$ cat config.mk
export PLATFORM = sky130hd
export DESIGN_NAME = bcd_to_bin_flat
export DESIGN_NICKNAME = d
export VERILOG_FILES = /design/src/rtl/bcd_to_bin_if.sv /design/src/rtl/bcd_to_bin.sv /design/src/flat_wrapper.sv
export SDC_FILE = /design/constraint.sdc
export NUM_CORES = 1
export LEC_CHECK = 0
export CAP_MARGIN = 20
export CORE_UTILIZATION = 30
export CTS_BUF_LIST = sky130_fd_sc_hd__clkbuf_4
export CTS_CLUSTER_SIZE = 24
export DETAILED_ROUTE_END_ITERATION = 12
export DONT_BUFFER_PORTS = 1
export GPL_TIMING_DRIVEN = 1
export HOLD_SLACK_MARGIN = 0.08
export SKIP_CTS_REPAIR_TIMING = 1
export SLEW_MARGIN = 20
export SYNTH_ARGS = -nofsm -noshare
export SYNTH_HDL_FRONTEND = slang
export SYNTH_SLANG_ARGS = --single-unit
$ cat constraint.sdc
create_clock -name clk -period 1.5 [get_ports clk]
set_clock_uncertainty 0.05 [all_clocks]
set_input_delay 0.225 -clock clk [delete_from_list [all_inputs] [get_ports clk]]
set_output_delay 0.225 -clock clk [all_outputs]
set_load 0.01 [all_outputs]
$ cat src/rtl/bcd_to_bin_if.sv
// Handshake bundle for the packed-BCD to binary converter.
// The master issues start/bcd_in; the slave (converter) returns status and the result.
interface bcd_to_bin_if #(
  parameter int unsigned DIGITS = 4,
  parameter int unsigned BIN_W  = 14
);
  logic                  start;
  logic [4*DIGITS-1:0]   bcd_in;
  logic                  ready;
  logic                  busy;
  logic                  done;
  logic [BIN_W-1:0]      bin_out;
  logic                  err;

  modport master (
    output start, bcd_in,
    input  ready, busy, done, bin_out, err
  );

  modport slave (
    input  start, bcd_in,
    output ready, busy, done, bin_out, err
  );
endinterface

$ cat src/rtl/bcd_to_bin.sv
// Sequential packed-BCD to unsigned-binary converter (reverse double-dabble, one bit per cycle).
// Optional invalid-digit detection on accept is enabled by defining BCD_DIGIT_CHECK_EN.
module bcd_to_bin #(
  parameter int unsigned DIGITS = 4,
  parameter int unsigned BIN_W  = 14
) (
  input  logic         clk,
  input  logic         rst_n,
  bcd_to_bin_if.slave  bus
);
  localparam int unsigned NB = 4 * DIGITS;
  localparam int unsigned CW = $clog2(NB + 1);

  typedef enum logic [1:0] {
    StIdle = 2'd0,
    StConv = 2'd1,
    StDone = 2'd2
  } state_e;

  state_e             state_q, state_d;
  logic [NB-1:0]      bcd_q, bin_q;
  logic [NB-1:0]      bcd_nx, bin_nx;
  logic [2*NB-1:0]    sh;
  logic [CW-1:0]      cnt_q;
  logic [BIN_W-1:0]   bin_out_q;
  logic               err_q;
  logic               last;
  logic               bad_digit;

  assign last = (cnt_q == CW'(NB - 1));

`ifdef BCD_DIGIT_CHECK_EN
  always_comb begin
    bad_digit = 1'b0;
    for (int i = 0; i < DIGITS; i++) begin
      if (bus.bcd_in[4*i +: 4] > 4'd9) bad_digit = 1'b1;
    end
  end
`else
  assign bad_digit = 1'b0;
`endif

  // One reverse double-dabble step: shift right, then pull every digit >= 8 back by 3.
  always_comb begin
    sh     = {bcd_q, bin_q} >> 1;
    bcd_nx = sh[2*NB-1:NB];
    bin_nx = sh[NB-1:0];
    for (int i = 0; i < DIGITS; i++) begin
      if (bcd_nx[4*i+3]) bcd_nx[4*i +: 4] = bcd_nx[4*i +: 4] - 4'd3;
    end
  end

  always_comb begin
    state_d = state_q;
    case (state_q)
      StIdle: begin
        if (bus.start) state_d = bad_digit ? StDone : StConv;
      end
      StConv: begin
        if (last) state_d = StDone;
      end
      StDone:  state_d = StIdle;
      default: state_d = StIdle;
    endcase
  end

  always_ff @(posedge clk or negedge rst_n) begin
    if (!rst_n) begin
      state_q   <= StIdle;
      bcd_q     <= '0;
      bin_q     <= '0;
      cnt_q     <= '0;
      bin_out_q <= '0;
      err_q     <= 1'b0;
    end else begin
      state_q <= state_d;
      case (state_q)
        StIdle: begin
          if (bus.start) begin
            bcd_q <= bus.bcd_in;
            bin_q <= '0;
            cnt_q <= '0;
            if (bad_digit) begin
              bin_out_q <= '0;
              err_q     <= 1'b1;
            end
          end
        end
        StConv: begin
          bcd_q <= bcd_nx;
          bin_q <= bin_nx;
          cnt_q <= cnt_q + CW'(1);
          if (last) begin
            bin_out_q <= bin_nx[BIN_W-1:0];
            err_q     <= 1'b0;
          end
        end
        default: ;
      endcase
    end
  end

  assign bus.ready   = (state_q == StIdle);
  assign bus.busy    = (state_q == StConv);
  assign bus.done    = (state_q == StDone);
  assign bus.bin_out = bin_out_q;
  assign bus.err     = err_q;
endmodule

$ cat src/flat_wrapper.sv
// flat-port wrapper written by rule: the top's interface ports become plain ports
module bcd_to_bin_flat 
#(
  parameter int unsigned DIGITS = 4,
  parameter int unsigned BIN_W  = 14
)
  (clk, rst_n, bus_start, bus_bcd_in, bus_ready, bus_busy, bus_done, bus_bin_out, bus_err);
  bcd_to_bin_if #(.DIGITS(DIGITS), .BIN_W(BIN_W)) bus_i ();
  input  logic clk;
  input  logic rst_n;
  input wire logic [$bits(bus_i.start)-1:0] bus_start;
  input wire logic [$bits(bus_i.bcd_in)-1:0] bus_bcd_in;
  output wire logic [$bits(bus_i.ready)-1:0] bus_ready;
  output wire logic [$bits(bus_i.busy)-1:0] bus_busy;
  output wire logic [$bits(bus_i.done)-1:0] bus_done;
  output wire logic [$bits(bus_i.bin_out)-1:0] bus_bin_out;
  output wire logic [$bits(bus_i.err)-1:0] bus_err;
  assign bus_i.start = bus_start;
  assign bus_i.bcd_in = bus_bcd_in;
  assign bus_ready = bus_i.ready;
  assign bus_busy = bus_i.busy;
  assign bus_done = bus_i.done;
  assign bus_bin_out = bus_i.bin_out;
  assign bus_err = bus_i.err;
  bcd_to_bin #(.DIGITS(DIGITS), .BIN_W(BIN_W)) u_core (.clk(clk), .rst_n(rst_n), .bus(bus_i));
endmodule
==> run_results.csv <==
group,metric,value,unit
outcome,violations,"negative setup slack",
yosys,yosys-top-cells-area,"dfrtp_1 55%, a22o_1 5.9%, mux2_4 5.7%, mux2_2 2.8%, ha_1 2.6%",
setup_path,ff2ff_setup_slack,-0.02,ns
global_routing,grt_util_all_layers,11.8,%
power_and_ir_drop,clkPwrFrac,11.5,%
global_routing,overflow,0,
timing,rsz0062_at_grt,"yes",
die,start_util,30.9,%
power_and_ir_drop,power.internal,3.79,mW
yosys,async_reset_ff_share,100,%
global_routing,grt_max_degree,53,
timing,whs,0.0725,ns
global_routing,antenna_found_initial,0,
finish,final_layout_size_suffix_gt1_share,27.6,%
setup_path,arrival,1.25,ns
timing,max_freq,657,MHz
detailed_routing,drt-initial-drc-count,79,
die,die_y,90.9,um
clock_network,htreeDepth,2,
placement,place_congestion,0.718,
power_and_ir_drop,power_leakage,1.41,nW
yosys,synth-edff-count,0,
clock_network,cts_buffers,5,
placement,placed_cells,300,
die,die_area,0.00827,sq mm
timing,finalCritPeriodShare,101,%
die,die_x,90.9,um
setup_path,required,1.22,ns
setup_path,worst-path-max-fanout,8,
setup_path,crit_end,"bus_done",
detailed_routing,route.vias.total,1619,
clock_network,clkSinkCount,52,
finish,area_growth,27.8,%
power_and_ir_drop,ir_drop,0.515,mV
timing,hold_violations,0,
setup_path,crit_type,"reg2out",
yosys,synth_flop_cell,"dfrtp_1",
finish,final_cell_mix,"51 x dfrtp_1, 23 x buf_4, 16 x a22o_1",
setup_path,startpoint,"u_core.state_q[1]$_DFFE_PN0P_",
power_and_ir_drop,power_density,1960,mW/mm^2
global_routing,first_global_vias,1551,
detailed_routing,drc,0,
clock_network,cts_tree,"yes",
yosys,avgSynthCellArea,12.4,sq um
outcome,status,"finished, violations left",
power_and_ir_drop,p_seq_share,43.8,%
yosys,syn-num-nets,216,
placement,port_buffers,0,
finish,post-route-util,39.4,%
job,drv_cap,0,
setup_path,worstSetupStartpointType,"register",
setup_path,end_kind,"output port",
die,ios,37,
placement,dp_hpwl,3130,um
global_routing,grt_pass1_wl,7730,um
timing,setup_violations,10,
detailed_routing,wl_per_cell,15.2,um
finish,instances_no_fill,334,
finish,n_antenna_cell,0,
clock_network,clockBufferDepth,2,
timing,min_period,1.52,ns
detailed_routing,viasPerCell,4.85,
setup_path,r2r_end,"u_core.bus.bin_out[12]$_DFFE_PN0P_",
placement,place_worst_setup_slack,-0.168,ns
timing,drv_slew,0,
yosys,ys_ff_latch,52,
yosys,syn_area,0.00237,sq mm
setup_path,r2r_cells,5,
clock_network,clk_root_buffer_cell,"clkbuf_4",
clock_network,worst_skew_pair.late_latency,0.38,ns
yosys,yosys_warnings,0,
detailed_routing,drtPass1Iterations,4,
yosys,postSynthCellCount,192,
die,num_rows,32,
yosys,synth_cell_types,38,
detailed_routing,antenna_left,0,
finish,finalNetCount,255,
timing,final.setup.tns,-0.148,ns
yosys,synth_top_area_share,54.9,%
detailed_routing,wirelength,5060,um
power_and_ir_drop,p_comb_share,44.7,%
timing,worst_slack,-0.0222,ns
yosys,ys_seq_area_share,54.9,%
power_and_ir_drop,p_sw_share,36.3,%
setup_path,worstReg2RegStart,"u_core.cnt_q[0]$_DFFE_PN0P_",
clock_network,path_clk_slew,0.16,ns
hold_path,min_path_type,"in2reg",
die,coreArea,0.00769,sq mm
finish,final_common_cell,"dfrtp_1",
yosys,yosysTopAreaCell,"dfrtp_1",
power_and_ir_drop,p_sw,2.16,mW
-- registers in the layout, indices dropped and copies added (netlist names) --
register            flops
u_core.bcd_q           16
u_core.bus.bin_out     14
u_core.bin_q           15
u_core.state_q          2
u_core.cnt_q            5
-- how the worst min path moves through the flow --
stage,startpoint,endpoint,slack (ns),depth (start not counted)
floorplan,rst_n,u_core.bcd_q[0]$_DFFE_PN0P_,-0.12,0
global placement,rst_n,u_core.bus.bin_out[2]$_DFFE_PN0P_,-0.12,0
detailed placement,rst_n,u_core.bcd_q[9]$_DFFE_PN0P_,-0.12,0
CTS,rst_n,u_core.bus.bin_out[1]$_DFFE_PN0P_,-0.56,0
global route,bus_start,u_core.bcd_q[0]$_DFFE_PN0P_,0.10,3
finish,bus_start,u_core.bcd_q[2]$_DFFE_PN0P_,0.07,3
-- final cells by class --
cell class	instances	area, sq um
clock inverters	3	27.5
well taps	102	128
clock buffers	5	37.5
multi-input cells	123	1050
fillers	744	4660
flip-flops and latches	52	1300
inverters	5	31.3
repair buffers	44	453
-- per-layer routing --
metal	vias to the layer above	track usage (%)	routed length [um]
met1	810	15.2	2500
met3	5	4.12	138
met5	-	0	0
met4	0	3.17	54
li1	782	-	-
met2	22	18.9	2370
-- per-stage QoR --
step	cell area (sq um)	power [mW]
6_report	3030	5.96
5_1_grt	3030	6.41
4_1_cts	2650	5.49
3_5_place_dp	2590	4.78
3_3_place_gp	2590	4.73
2_1_floorplan	2400	4.18
-- cells in the mapped netlist (3+ instances only) --
| library cell | number |
|---|---|
| o22a_1 | 3 |
| mux2_2 | 6 |
| a2bb2oi_1 | 3 |
| mux2_4 | 9 |
| nand3_1 | 5 |
| buf_6 | 4 |
| dfrtp_1 | 52 |
| nor2_1 | 7 |
| nand2b_1 | 4 |
| a22o_1 | 16 |
| inv_1 | 4 |
| xor2_1 | 3 |
| o21ai_0 | 8 |
| a21oi_1 | 8 |
| xnor2_1 | 3 |
| clkbuf_1 | 3 |
| buf_2 | 4 |
| nor2b_1 | 3 |
| mux2i_1 | 4 |
| o22ai_1 | 6 |
| nand2_1 | 9 |
| a22oi_1 | 3 |
| ha_1 | 5 |
-- cell families after synthesis --
family	synth area share, %
and+or+nand+nor	7.33
other	0.158
muxes	10.2
adders and majority gates	2.64
DFF	54.9
AOI/OAI and AO/OA	17.8
xor gates and xnor gates	2.22
buffers and inverters	4.75
-- worst max-delay path: stages, from the launching register on --
cell and delay (ns):
dfrtp_1 0.43, buf_4 0.18, inv_1 0.20, nor2_4 0.06
-- power groups by stage --
stage                     Combinational, mW  Sequential, mW  Clock [mW]
after CTS                              2.15            2.62       0.722
after floorplan                        1.68            2.50           0
after global placement                 2.08            2.64           0
final                                  2.66            2.61       0.683
after detailed placement               2.13            2.65           0
after global routing                   2.93            2.71       0.771
No activity file was read; power rests on OpenSTA's default activity.
